**src/rtl/uart_pkg.sv**
```systemverilog
// Shared UART definitions, used by uart_tx and later by uart_rx.
//   tx_state_t  : transmitter FSM states
//   UART_*      : default frame format (8 data bits, no parity, 1 stop bit)
//   parity_bit  : parity of a data word (zero-extend narrower words); odd=1
//                 selects odd parity, odd=0 selects even parity
package uart_pkg;

  localparam int unsigned UART_DATA_BITS     = 8;
  localparam int unsigned UART_STOP_BITS     = 1;
  localparam int unsigned UART_PARITY_EN     = 0;
  localparam int unsigned UART_MAX_DATA_BITS = 9;

  typedef enum logic [2:0] {
    IDLE,
    SYNC,
    START,
    DATA,
    PARITY,
    STOP
  } tx_state_t;

  function automatic logic parity_bit(input logic [UART_MAX_DATA_BITS-1:0] data,
                                      input logic                          odd);
    return (^data) ^ odd;
  endfunction

endpackage

```
**src/rtl/uart_tx.sv**
```systemverilog
// UART serial transmitter, driven by the tick_baud strobe of baud_gen.
// A word is accepted through tx_ready/tx_start, then sent on tx as a start bit,
// DATA_BITS data bits LSB first, an optional parity bit and STOP_BITS stop
// bits. Every bit lasts exactly one tick interval; tx_done pulses for one
// cycle when the final stop bit completes.
// Ports:
//   clk       : system clock, all logic on posedge
//   rst       : synchronous reset, active-high
//   tick_baud : one-cycle strobe per bit period
//   tx_start  : send request, honoured only while tx_ready=1
//   tx_data   : word to send, sampled on the accept cycle only
//   tx_ready  : 1 while idle and able to accept a request
//   tx        : registered serial line, idle-high
//   tx_done   : one-cycle pulse at the end of the final stop bit
module uart_tx
  import uart_pkg::*;
#(
  parameter int unsigned DATA_BITS  = UART_DATA_BITS,
  parameter int unsigned PARITY_EN  = UART_PARITY_EN,
  parameter int unsigned PARITY_ODD = 0,
  parameter int unsigned STOP_BITS  = UART_STOP_BITS
) (
  input  logic                 clk,
  input  logic                 rst,
  input  logic                 tick_baud,
  input  logic                 tx_start,
  input  logic [DATA_BITS-1:0] tx_data,
  output logic                 tx_ready,
  output logic                 tx,
  output logic                 tx_done
);

  localparam int unsigned BIT_W  = $clog2(DATA_BITS);
  localparam int unsigned STOP_W = (STOP_BITS > 1) ? $clog2(STOP_BITS) : 1;

  localparam logic [BIT_W-1:0]  LAST_BIT  = BIT_W'(DATA_BITS - 1);
  localparam logic [STOP_W-1:0] LAST_STOP = STOP_W'(STOP_BITS - 1);

  tx_state_t            state, state_n;
  logic [DATA_BITS-1:0] shift_q, shift_n;
  logic [BIT_W-1:0]     bit_cnt, bit_n;
  logic [STOP_W-1:0]    stop_cnt, stop_n;
  logic                 par_q, par_n;
  logic                 tx_n, done_n, ready_n;

  always_comb begin
    state_n = state;
    shift_n = shift_q;
    bit_n   = bit_cnt;
    stop_n  = stop_cnt;
    par_n   = par_q;
    done_n  = 1'b0;

    unique case (state)
      IDLE: begin
        // A coincident tick is deliberately not consumed here; SYNC waits
        // for the next one so the start bit is always full-length.
        if (tx_ready && tx_start) begin
          state_n = SYNC;
          shift_n = tx_data;
          par_n   = parity_bit(UART_MAX_DATA_BITS'(tx_data), PARITY_ODD != 0);
        end
      end
      SYNC: begin
        if (tick_baud) state_n = START;
      end
      START: begin
        if (tick_baud) begin
          state_n = DATA;
          bit_n   = '0;
        end
      end
      DATA: begin
        if (tick_baud) begin
          shift_n = shift_q >> 1;
          if (bit_cnt == LAST_BIT) begin
            state_n = (PARITY_EN != 0) ? PARITY : STOP;
            stop_n  = '0;
          end else begin
            bit_n = bit_cnt + 1'b1;
          end
        end
      end
      PARITY: begin
        if (tick_baud) begin
          state_n = STOP;
          stop_n  = '0;
        end
      end
      STOP: begin
        if (tick_baud) begin
          if (stop_cnt == LAST_STOP) begin
            state_n = IDLE;
            done_n  = 1'b1;
          end else begin
            stop_n = stop_cnt + 1'b1;
          end
        end
      end
      default: state_n = IDLE;
    endcase

    // Line level and ready are decoded from the next state so both are
    // registered and change on the same edge as the state itself.
    unique case (state_n)
      START:   tx_n = 1'b0;
      DATA:    tx_n = shift_n[0];
      PARITY:  tx_n = par_n;
      default: tx_n = 1'b1;
    endcase
    ready_n = (state_n == IDLE);
  end

  always_ff @(posedge clk) begin
    if (rst) begin
      state    <= IDLE;
      shift_q  <= '0;
      bit_cnt  <= '0;
      stop_cnt <= '0;
      par_q    <= 1'b0;
      tx       <= 1'b1;
      tx_done  <= 1'b0;
      tx_ready <= 1'b0;
    end else begin
      state    <= state_n;
      shift_q  <= shift_n;
      bit_cnt  <= bit_n;
      stop_cnt <= stop_n;
      par_q    <= par_n;
      tx       <= tx_n;
      tx_done  <= done_n;
      tx_ready <= ready_n;
    end
  end

endmodule

```
**config.mk**
```make
export PLATFORM = sky130hd
export DESIGN_NAME = uart_tx
export DESIGN_NICKNAME = d
export VERILOG_FILES = /design/src/rtl/uart_pkg.sv /design/src/rtl/uart_tx.sv
export SDC_FILE = /design/constraint.sdc
export NUM_CORES = 1
export LEC_CHECK = 0
export CAP_MARGIN = 20
export CORE_UTILIZATION = 50
export DETAILED_ROUTE_END_ITERATION = 8
export PLACE_DENSITY = 0.77
export SLEW_MARGIN = 10
export SYNTH_ARGS = -nofsm -noshare
export SYNTH_HDL_FRONTEND = slang
export SYNTH_SLANG_ARGS = --single-unit
```
**constraint.sdc**
```tcl
create_clock -name clk -period 2.3 [get_ports clk]
set_clock_uncertainty 0.1 [all_clocks]
set_input_delay 0.46 -clock clk [delete_from_list [all_inputs] [get_ports clk]]
set_output_delay 0.46 -clock clk [all_outputs]
set_load 0.03 [all_outputs]
```
; ---- Word-level counts from Yosys, hierarchy flattened
; Cells that the tools add are included.
[totals]
latch_bits = 0
register_bits = 19
mem_count = 0
mem_bits_rw = 0
out_inout_bits = 3
elab_cells = 66
mem_bits_ro = 0
[op_classes]
n_reduce_logical = 11
order_cmp = 0
eq_ne = 16
n_addsub = 2
n_shift = 0
mux = 26
bitwise_logic = 2
n_mul = 0
n_div = 0
[op_table]
columns = op, count
row1 = $mux 3, 11
row2 = $pmux 3 s6, 1
row3 = $mux 8, 2
row4 = $pmux 8 s2, 1
row5 = $ne 2x2->1 const B, 7
row6 = $eq 3x2->1 const B, 4
row7 = $eq 3x3->1 const B, 4
row8 = $reduce_xor 9->1, 1
row9 = $mux 1, 8
row10 = $logic_not 3->1, 2
row11 = $pmux 1 s3, 2
row12 = $pmux 3 s2, 1
row13 = $reduce_and 5->1, 1
row14 = $reduce_and 4->1, 1
row15 = $reduce_bool 2->1, 2
row16 = $add 3x1->3 const B, 1
row17 = $eq 3x1->1 const B, 1
row18 = $reduce_and 3->1, 1
row19 = $reduce_bool 3->1, 1
row20 = $reduce_or 3->1, 1
row21 = $not 1->1, 2
row22 = $add 1x1->1 const B, 1
row23 = $logic_and 1x1->1, 1

; ---- Longest topological paths before layout
; Gate-level depths: netlist of run 1.
[depth]
ltp_word = 6
ltp_mapped = 6

; ---- Worst setup path before layout of run 1
; OpenSTA, ideal clock, no wires.
[synth_path]
path_type = reg-to-reg
start = reg bit_cnt[0]
end = reg tx
arrival_time_ns = 1.398
period_less_slack_ns = 1.638
stages_incl_launch_ff = 6
setup_slack_ns = 0.662
required_ns = 2.060
path_cell_list = dfxtp_1 ha_1 ha_1 and3_1 a2111oi_1 a32oi_2
[synth_via]
elab_chain_len = 6
elab_cells_between_ends = 8
[synth_rtl]
columns = item, line
row1 = from (decl), uart_tx.sv:41  ; logic [BIT_W-1:0] bit_cnt, bit_n;
row2 = from (signal assigned), uart_tx.sv:127  ; bit_cnt <= bit_n;
row3 = $eq 3x3->1 *, uart_tx.sv:76  ; if (bit_cnt == LAST_BIT) begin
row4 = $mux 3 *, uart_tx.sv:76
row5 = $mux 3 *, uart_tx.sv:74  ; if (tick_baud) begin
row6 = $pmux 3 s6 *, uart_tx.sv:54  ; unique case (state)
row7 = $eq 3x3->1 / $eq 3x2->1 (equally long branches), uart_tx.sv:105  ; unique case (state_n)
row8 = $pmux 1 s3 *, uart_tx.sv:105
row9 = to (signal assigned), uart_tx.sv:130  ; tx <= tx_n;
row10 = to (decl), uart_tx.sv:29  ; output logic tx,
; Mark *: on every way between the ends. The rest lies on a longest branch, timed or not.
; A chain may end at the register's enable or synchronous reset.

; ---- Worst setup path after layout of run 1
[layout_path]
start = reg tx_ready
end = out tx_ready
[layout_lines]
columns = item, line
row1 = from (decl), uart_tx.sv:28  ; output logic tx_ready,
row2 = from (signal assigned), uart_tx.sv:132  ; tx_ready <= ready_n;
; No word-level cell between the ends.

==> summary.txt, run 1 <==
Floorplan
  – Die area: 1960 um^2
  – Die extent in x: 44.3 um
  – Number of core rows: 14
  – Placeable Area: 1590 um^2
  – IO Count: 15
  – Starting density of the core: 0.561
  – Die Y: 44.3 um

Worst setup path
  – Worst setup EP type: primary output
  – CP max stage delay: 0.66 ns
  – Cell family with most CP delay: buffers and inverters
  – Crit path depth: 1
  – Cell Chain, Critical Path: clkdlybuf4s50_1
  – Crit path DAT: 1.29 ns
  – Setup crit start kind: flop
  – CP startpoint: tx_ready
  – Type of the worst setup path: flop to primary output
  – Req. time, crit path: 1.74 ns
  – R2R cell count: 5
  – R2R Path Start: bit_cnt[0]
  – Worst path bufs/invs: 1
  – Critical path peak fanout: 2
  – Slowest-stage cell, CP: clkdlybuf4s50_1

Status
  – Status: complete, no violations

Logic synthesis
  – Top-count cell post-synth: dfxtp_1
  – Fraction of registers with async set/reset: 0
  – Mapped Nets: 111
  – Mapped cell area: 895 um^2
  – Yosys warns: 0
  – Most frequent cells after synthesis: dfxtp_1 (18), a21oi_1 (13), nand2_1 (10)
  – Ys flop type: dfxtp_1
  – Register bit total from synthesis: 18
  – Count of different cell masters after synthesis: 30
  – Synth area leader: dfxtp_1
  – Avg Cell Area, Syn: 9.22 um^2
  – EDFF count, synth: 0
  – Post-Synthesis Cells: 97
  – Top cell type's share of synthesized area: 0.403
  – Post-synthesis sequential area ratio: 0.403
  – Synth top area cells: dfxtp_1 (40%), a21oi_1 (7.3%), xnor2_1 (6.9%)

Final layout
  – Layout cell share with drive strength beyond 1: 0.115
  – Finished Cell Area: 1090 um^2
  – Area growth from synthesis to layout: 21.4%
  – Final net count: 128
  – Antenna cells: 0
  – Post-Layout Cell Count: 137

Timing
  – Worst Max-Slew Pin Slew: 0.490 ns
  – Setup TNS: 0 ns
  – Final Max Tran Viols: 0
  – Setup-failing EPs final: 0
  – Fin crit period: 1.85 ns
  – Period utilization: 0.805
  – RSZ-0062 raised after global routing: no
  – Max-Slew Margin vs Limit: 0.672
  – Worst setup margin: 0.448 ns
  – Fmax: 0.540 GHz
  – Endpoints failing hold: 0

Worst hold path
  – Hold Crit Depth: 2
  – Worst hold start: bit_cnt[1]
  – Hold Crit Class: flop to flop

Job
  – Maxcap violations: 0

Global routing
  – Global-route wire length before repair: 3.04 mm
  – Antenna violations before repair: 0
  – Pin count of the biggest net entering global routing: 17
  – GRT Overall Usage: 0.207
  – Grt ovf: 0
  – Vias in the first global route: 703

Route
  – 1st-pass router iterations: 5
  – DRC viols: 0
  – Final ANT Viol Nets: 0
  – DR WL/cell: 12.5 um
  – Via count: 738
  – DRT Wirelength: 1.71 mm
  – Detailed Route Iter0 Violations: 20
  – Via density: 5.39

Power and ir drop
  – Pwr/cell area: 599 nW/um^2
  – VDD IR max: 0.348 mV
  – Leak Pwr: 0.381 nW
  – Pwr Total: 0.651 mW

Clocking
  – Clk_lat worst skew: 0.29 ns
  – CTS root buf: clkbuf_4
  – Post-CTS Setup Bufs: 0
  – TritonCTS clock tree: yes
  – Longest Clk Path Bufs: 2
  – CTS sink count: 18
  – Hold buffers post-CTS: 0
  – CTS Buf Count: 3
  – Htree depth: 1
  – CTS resizes: 0
  – Clk slew on worst S/H paths: 0.11 ns

Placed design
  – I/O Buffers: 14
  – Post-DP Area: 1050 um^2
  – Placed cells: 133
  – DP HPWL: 1.27 mm
  – Final RePlAce weighted congestion: 0.778
  – Dpl ws: 0.235 ns
flip-flops by register name (all words and copies together) (netlist names):
name      count
bit_cnt       3
par_q         1
shift_q       8
state         3
tx            1
tx_done       1
tx_ready      1
power breakdown:
part           internal (mW)  total (mW)  switching, mW
clock network         0.0963       0.192         0.0957
logic                 0.0593       0.121         0.0622
registers              0.325       0.337         0.0118
final timing paths:
kind	end	slack [ns]
setup / recovery	tx_ready	0.45
hold / removal	bit_cnt[1]	0.36
setup reg to reg	tx	0.52
hold reg to reg	bit_cnt[1]	0.36
placed cells by master, fill, tap and decap left out, drive strengths merged:
cell | Yosys | final
buf | 3 | 3
nand4 | 2 | 2
a32o | 1 | 1
a22oi | 7 | 7
nand2 | 10 | 10
a32oi | 1 | 1
ha | 2 | 2
a2111oi | 1 | 1
nor3 | 1 | 1
and4b | 1 | 1
o21ai | 2 | 2
nor2 | 9 | 9
xnor2 | 7 | 7
and2b | 1 | 1
a21oi | 14 | 14
dfxtp | 18 | 18
nand3 | 1 | 1
nand2b | 1 | 1
o221ai | 1 | 1
nand4b | 1 | 1
clkbuf | 2 | 4
a211oi | 3 | 3
and2 | 3 | 3
inv | 2 | 2
and3 | 3 | 3
clkdlybuf4s50 | 0 | 14
metrics by stage:
stage / hold slack (ns) / util
2_1_floorplan: 0.336 / -
3_3_place_gp: 0.344 / 0.659
3_5_place_dp: 0.351 / 0.659
4_1_cts: 0.366 / 0.681
5_1_grt: 0.395 / 0.681
6_report: 0.362 / 0.681
kinds of logic (layout without fill, tap and decap cells):
logic type | after synthesis | after routing | share of synthesized area
simple gates | 33 | 33 | 0.196
compound gates | 30 | 30 | 0.255
flops | 18 | 18 | 0.403
xor+xnor | 7 | 7 | 0.0685
buf+inv | 7 | 23 | 0.0504
fa+ha+maj | 2 | 2 | 0.0280
area by class of cell:
cell class,instances,area (um^2)
Sequential cell,18,360
Timing Repair Buffer,17,163
Fill cell,127,508
Tap cell,24,30.0
Multi-Input combinational cell,72,489
Clock buffer,4,36.3
Inverter,2,7.51
routing by layer:
metal  up-vias  share of wire  GRT usage
met4         0         0.0035     0.0182
met5         -              0          0
met1       334           0.49      0.304
met3         4          0.050     0.0490
li1        381              -          -
met2        19           0.45      0.324
Note: power is estimated with default switching activity, not from simulation.
==> run 2: changes to the inputs <==
==> constraint.sdc (replaced) <==
create_clock -name clk -period 1.83 [get_ports clk]
set_clock_uncertainty 0.1 [all_clocks]
set_input_delay 0.366 -clock clk [delete_from_list [all_inputs] [get_ports clk]]
set_output_delay 0.366 -clock clk [all_outputs]
set_load 0.03 [all_outputs]
==> summary.txt, run 2 (synthesis gave the netlist of run 1 again) <==
Clocking
  – CTS sink count: 18 (unchanged)
  – Longest Clk Path Bufs: 2 (unchanged)
  – Post-CTS Setup Bufs: 0 (unchanged)
  – CTS root buf: clkbuf_4 (unchanged)
  – Clk slew on worst S/H paths: 0.10 ns (was 0.11 ns)
  – Clk_lat worst skew: 0.29 ns (about the same)
  – Htree depth: 1 (unchanged)
  – TritonCTS clock tree: yes (unchanged)
  – CTS Buf Count: 3 (unchanged)
  – Hold buffers post-CTS: 0 (unchanged)

Final layout
  – Max reg flops: 8 (unchanged)
  – Area growth from synthesis to layout: 29.5% (was 21.4%)
  – Highest-count cells in the layout ignoring fill and taps: dfxtp_1 (18), clkdlybuf4s50_1 (14), a21oi_1 (13) (unchanged)
  – Final net count: 137 (was 128)
  – Largest register by flop count: shift_q (unchanged)
  – Most common cell after layout, fill and taps aside: dfxtp_1 (unchanged)
  – Antenna cells: 0 (unchanged)
  – Layout fillers: 125 (was 127)
  – Top Registers: shift_q x8, bit_cnt x3, state x3 (unchanged)
  – Sequential cell area: 360 um^2 (unchanged)
  – Multi-input gate area: 494 um^2 (was 489 um^2)
  – Layout cell share with drive strength beyond 1: 0.189 (was 0.115)

Timing
  – Fin crit period: 1.76 ns
  – Final Max Tran Viols: 0 (unchanged)
  – Period utilization: 0.961
  – Endpoints failing hold: 0 (unchanged)
  – Max-Slew Margin vs Limit: 0.750 (was 0.672)
  – Hold Slack: 0.365 ns (was 0.362 ns)
  – Worst Max-Slew Pin Slew: 0.374 ns (was 0.490 ns)
  – Fmax: 0.569 GHz
  – Setup-failing EPs final: 0 (unchanged)

Floorplan
  – Number of core rows: 14 (unchanged)
  – Die extent in x: 44.3 um (unchanged)
  – Die area: 1960 um^2 (unchanged)
  – Die Y: 44.3 um (unchanged)
  – Placeable Area: 1590 um^2 (unchanged)
  – IO Count: 15 (unchanged)
  – Starting density of the core: 0.561 (unchanged)

Global routing
  – Vias in the first global route: 723 (was 703)
  – Global-route wire length before repair: 3.01 mm (was 3.04 mm)
  – Antenna violations before repair: 0 (unchanged)
  – Pin count of the biggest net entering global routing: 17 (unchanged)
  – GRT Overall Usage: 0.206 (was 0.207)
  – Grt ovf: 0 (unchanged)

Power and ir drop
  – Leak Pwr: 0.426 nW (was 0.381 nW)
  – Pwr/cell area: 726 nW/um^2 (was 599 nW/um^2)
  – VDD IR max: 0.576 mV (was 0.348 mV)
  – Pwr Total: 0.841 mW (was 0.651 mW)

Placed design
  – I/O Buffers: 14 (unchanged)
  – Final RePlAce weighted congestion: 0.788 (was 0.778)
  – DP HPWL: 1.43 mm (was 1.27 mm)

Route
  – DRC viols: 0 (unchanged)
  – DR WL/cell: 12.6 um (was 12.5 um)
  – Wire length on met1: 874 um (was 841 um)
  – Via density: 5.54 (was 5.39)
  – Met2 WL: 895 um (was 774 um)
  – Uppermost layer routed: met4 (unchanged)
  – Detailed Route Iter0 Violations: 20 (unchanged)
  – 1st-pass router iterations: 4 (was 5)
  – Via count: 809 (was 738)
  – DRT Wirelength: 1.84 mm (was 1.71 mm)
  – Final ANT Viol Nets: 0 (unchanged)
  – Metal3 WL: 50 um (was 86 um)

Worst setup path
  – Critical path peak fanout: 2 (unchanged)
  – Worst path bufs/invs: 1 (unchanged)
  – CP max stage delay: 0.66 ns (about the same)
  – Crit path DAT: 1.29 ns (about the same)
  – Worst setup EP type: primary output (unchanged)
  – Setup crit start kind: flop (unchanged)
  – Slowest-stage cell, CP: clkdlybuf4s50_1 (unchanged)
  – Type of the worst setup path: flop to primary output (unchanged)
  – Req. time, crit path: 1.36 ns (was 1.74 ns)
  – Cell family with most CP delay: buffers and inverters (unchanged)
  – Cell Chain, Critical Path: clkdlybuf4s50_1 (unchanged)

Status
  – Status: complete, no violations (unchanged)

Job
  – Maxcap violations: 0 (unchanged)

Worst hold path
  – Hold Crit Class: flop to flop (unchanged)
[run 2: changes by cell type in the layout (fill, tap and decap cells not counted), sizes merged]
cell / change
buf: +9
[run 2: layout make-up]
class / count / share of cell area
well taps: 24 / 0.0259
flip-flops and latches: 18 / 0.311
multi-input cells: 72 / 0.427
clock buffers: 4 / 0.0313
inverters: 2 / 0.00648
repair buffers: 26 / 0.199
[run 2: layer usage]
layer	global-route usage	up-vias
li1	-	404
met4	0.0788	0
met1	0.270	387
met3	0.0367	2
met5	0	-
met2	0.338	16
[run 2: final timing paths]
path | start | to | slack [ns] | cells after the start
setup reg to reg | bit_cnt[0] | tx | 0.10 | 6
hold reg to reg | shift_q[5] | shift_q[5] | 0.37 | 2
setup / recovery | tx_ready | tx_ready | 0.07 | 1
hold / removal | shift_q[5] | shift_q[5] | 0.37 | 2
[run 2: metrics by stage]
step           area [um^2]   util  worst slack, ns  std cells  setup TNS [ns]
6_report              1160  0.727           0.0711        146               0
5_1_grt               1160  0.727          -0.0289        146         -0.0289
4_1_cts               1150  0.724           0.0553        146               0
3_5_place_dp          1120  0.701          -0.0587        142          -0.120
3_3_place_gp          1120  0.701          -0.0252        142         -0.0252
2_1_floorplan          895      -            0.192         97               0
[run 2: report_power, final]
part | switching, mW | internal (mW)
Clock | 0.123 | 0.121
Combinational | 0.0836 | 0.0885
Sequential | 0.0154 | 0.409
[run 2: timing repair]
item / in CTS / in global routing
endpoints found under the setup margin: 0 / 1
endpoints found under the hold margin: 0 / 0
gates resized for setup: 0 / 1
==> run 3: changes to the inputs <==
--- a/config.mk
+++ b/config.mk
@@ -6,7 +6,9 @@
 export NUM_CORES = 1
 export LEC_CHECK = 0
 export CAP_MARGIN = 20
-export CORE_UTILIZATION = 50
+export CELL_PAD_IN_SITES_DETAIL_PLACEMENT = 0
+export CELL_PAD_IN_SITES_GLOBAL_PLACEMENT = 2
+export CORE_UTILIZATION = 31
 export DETAILED_ROUTE_END_ITERATION = 8
 export PLACE_DENSITY = 0.77
 export SLEW_MARGIN = 10
==> summary.txt, run 3 (synthesis gave the netlist of run 1 again) <==
Timing
  – Worst setup margin: 0.0671 ns (was 0.0711 ns)
  – Endpoints failing hold: 0 (unchanged)
  – Fin crit period: 1.76 ns (about the same)
  – Hold Slack: 0.360 ns (was 0.365 ns)
  – Fmax: 0.567 GHz (was 0.569 GHz)
  – Period utilization: 0.963 (was 0.961)
  – Setup TNS: 0 ns (unchanged)
  – Setup-failing EPs final: 0 (unchanged)
  – Final Max Tran Viols: 0 (unchanged)
  – Max-Slew Margin vs Limit: 0.753 (was 0.750)
  – Worst Max-Slew Pin Slew: 0.370 ns (was 0.374 ns)
  – RSZ-0062 raised after global routing: no

Worst hold path
  – Worst Hold End: shift_q[3] (was shift_q[5])
  – Hold Crit Class: flop to flop (unchanged)
  – Hold Crit Depth: 2 (unchanged)
  – Worst hold start: shift_q[3] (was shift_q[5])

Clocking
  – Clk_lat worst skew: 0.29 ns (about the same)
  – Clk slew on worst S/H paths: 0.09 ns (was 0.10 ns)
  – Htree depth: 1 (unchanged)
  – CTS root buf: clkbuf_4 (unchanged)
  – CTS Buf Count: 3 (unchanged)
  – CTS sink count: 18 (unchanged)
  – TritonCTS clock tree: yes (unchanged)
  – CTS resizes: 0 (unchanged)
  – Longest Clk Path Bufs: 2 (unchanged)
  – Post-CTS Setup Bufs: 0 (unchanged)
  – Hold buffers post-CTS: 0 (unchanged)

Global routing
  – Grt ovf: 0 (unchanged)
  – Pin count of the biggest net entering global routing: 17 (unchanged)
  – Antenna violations before repair: 0 (unchanged)
  – Vias in the first global route: 800 (was 723)
  – Global-route wire length before repair: 3.31 mm (was 3.01 mm)
  – GRT Overall Usage: 0.140 (was 0.206)

Worst setup path
  – Setup crit start kind: flop (unchanged)
  – Type of the worst setup path: flop to primary output (unchanged)
  – Worst reg2reg endpoint: tx (unchanged)
  – R2R Path Start: bit_cnt[0] (unchanged)
  – Worst path bufs/invs: 1 (unchanged)
  – Slowest-stage cell, CP: clkdlybuf4s50_1 (unchanged)
  – Crit path DAT: 1.30 ns (was 1.29 ns)
  – CP max stage delay: 0.67 ns (was 0.66 ns)
  – Cell Chain, Critical Path: clkdlybuf4s50_1 (unchanged)
  – Worst setup EP type: primary output (unchanged)
  – Critical path peak fanout: 2 (unchanged)
  – R2R cell count: 6 (unchanged)
  – R2R setup slack: 0.12 ns (was 0.10 ns)
  – Req. time, crit path: 1.36 ns (about the same)
  – Cell family with most CP delay: buffers and inverters (unchanged)

Floorplan
  – Number of core rows: 19 (was 14)
  – Die area: 3100 um^2 (was 1960 um^2)
  – Placeable Area: 2730 um^2 (was 1590 um^2)
  – Die Y: 55.7 um (was 44.3 um)
  – IO Count: 15 (unchanged)
  – Die extent in x: 55.7 um (was 44.3 um)
  – Starting density of the core: 0.327 (was 0.561)

Final layout
  – Top Registers: shift_q x8, bit_cnt x3, state x3 (unchanged)
  – Antenna cells: 0 (unchanged)
  – Layout cell share with drive strength beyond 1: 0.195 (was 0.189)
  – Most common cell after layout, fill and taps aside: dfxtp_1 (unchanged)
  – Largest register by flop count: shift_q (unchanged)
  – Multi-input gate area: 494 um^2 (unchanged)
  – Highest-count cells in the layout ignoring fill and taps: dfxtp_1 (18), clkdlybuf4s50_1 (14), a21oi_1 (13), buf_4 (13), nand2_1 (10) (was dfxtp_1 (18), clkdlybuf4s50_1 (14), a21oi_1 (13))
  – Max reg flops: 8 (unchanged)
  – Area growth from synthesis to layout: 31.3% (was 29.5%)
  – Sequential cell area: 360 um^2 (unchanged)
  – Layout fillers: 289 (was 125)
  – Final net count: 138 (was 137)

Placed design
  – Final RePlAce weighted congestion: 0.724 (was 0.788)
  – Dpl ws: -0.0478 ns (was -0.0587 ns)
  – DP HPWL: 1.51 mm (was 1.43 mm)
  – I/O Buffers: 14 (unchanged)

Route
  – Via density: 5.04 (was 5.54)
  – Final ANT Viol Nets: 0 (unchanged)
  – Detailed Route Iter0 Violations: 11 (was 20)
  – Via count: 776 (was 809)
  – DRT Wirelength: 1.91 mm (was 1.84 mm)
  – 1st-pass router iterations: 4 (unchanged)
  – DR WL/cell: 12.4 um (was 12.6 um)
  – DRC viols: 0 (unchanged)

Power and ir drop
  – Leak Pwr: 0.432 nW (was 0.426 nW)
  – Comb power frac: 0.204 (was 0.205)
  – Pwr/cell area: 710 nW/um^2 (was 726 nW/um^2)
  – Switch Pwr: 0.216 mW (was 0.222 mW)
  – VDD IR max: 0.663 mV (was 0.576 mV)
  – Pwr Total: 0.834 mW (was 0.841 mW)
  – Clock power frac: 0.287 (was 0.291)
  – Switching Fraction: 0.259 (was 0.264)
  – Flop pwr share: 0.508 (was 0.504)
  – Cell-internal power: 0.618 mW (was 0.619 mW)

Job
  – Maxcap violations: 0 (unchanged)

Status
  – Status: complete, no violations (unchanged)
run 3: cell type report:
cell class / instances / share of cell area
Inverter: 2 / 0.00639
Clock buffer: 4 / 0.0309
Timing Repair Buffer: 27 / 0.202
Tap cell: 31 / 0.0330
Sequential cell: 18 / 0.307
Multi-Input combinational cell: 72 / 0.421
run 3: worst max path at each step:
stage	start	endpoint	slack [ns]	depth (start not counted)
floorplan	bit_cnt[0]	tx	0.19	5
global placement	tick_baud	tx	-0.02	5
detailed placement	tick_baud	tx	-0.05	5
CTS	tx_ready	tx_ready	0.03	1
global route	tx_ready	tx_ready	0.01	1
finish	tx_ready	tx_ready	0.07	1
run 3: power by group through the flow:
| stage | clock network (mW) | registers (mW) | logic (mW) |
|---|---|---|---|
| floorplan | 0 | 0.433 | 0.101 |
| global placement | 0 | 0.433 | 0.171 |
| detailed placement | 0 | 0.433 | 0.172 |
| CTS | 0.260 | 0.424 | 0.173 |
| global route | 0.273 | 0.427 | 0.189 |
| finish | 0.240 | 0.424 | 0.170 |
run 3: per-layer routing:
| metal | routed length [um] | GRT usage |
|---|---|---|
| met1 | 810 | 0.156 |
| met2 | 996 | 0.246 |
| met3 | 80 | 0.0488 |
| met4 | 22 | 0.0500 |
| met5 | 0 | 0 |
run 3: per-stage QoR:
step	instance area, um^2	cells	util
after floorplan	895	97	-
after global placement	1130	150	0.415
after detailed placement	1130	150	0.415
after CTS	1170	154	0.428
after global routing	1170	154	0.430
final	1170	154	0.430
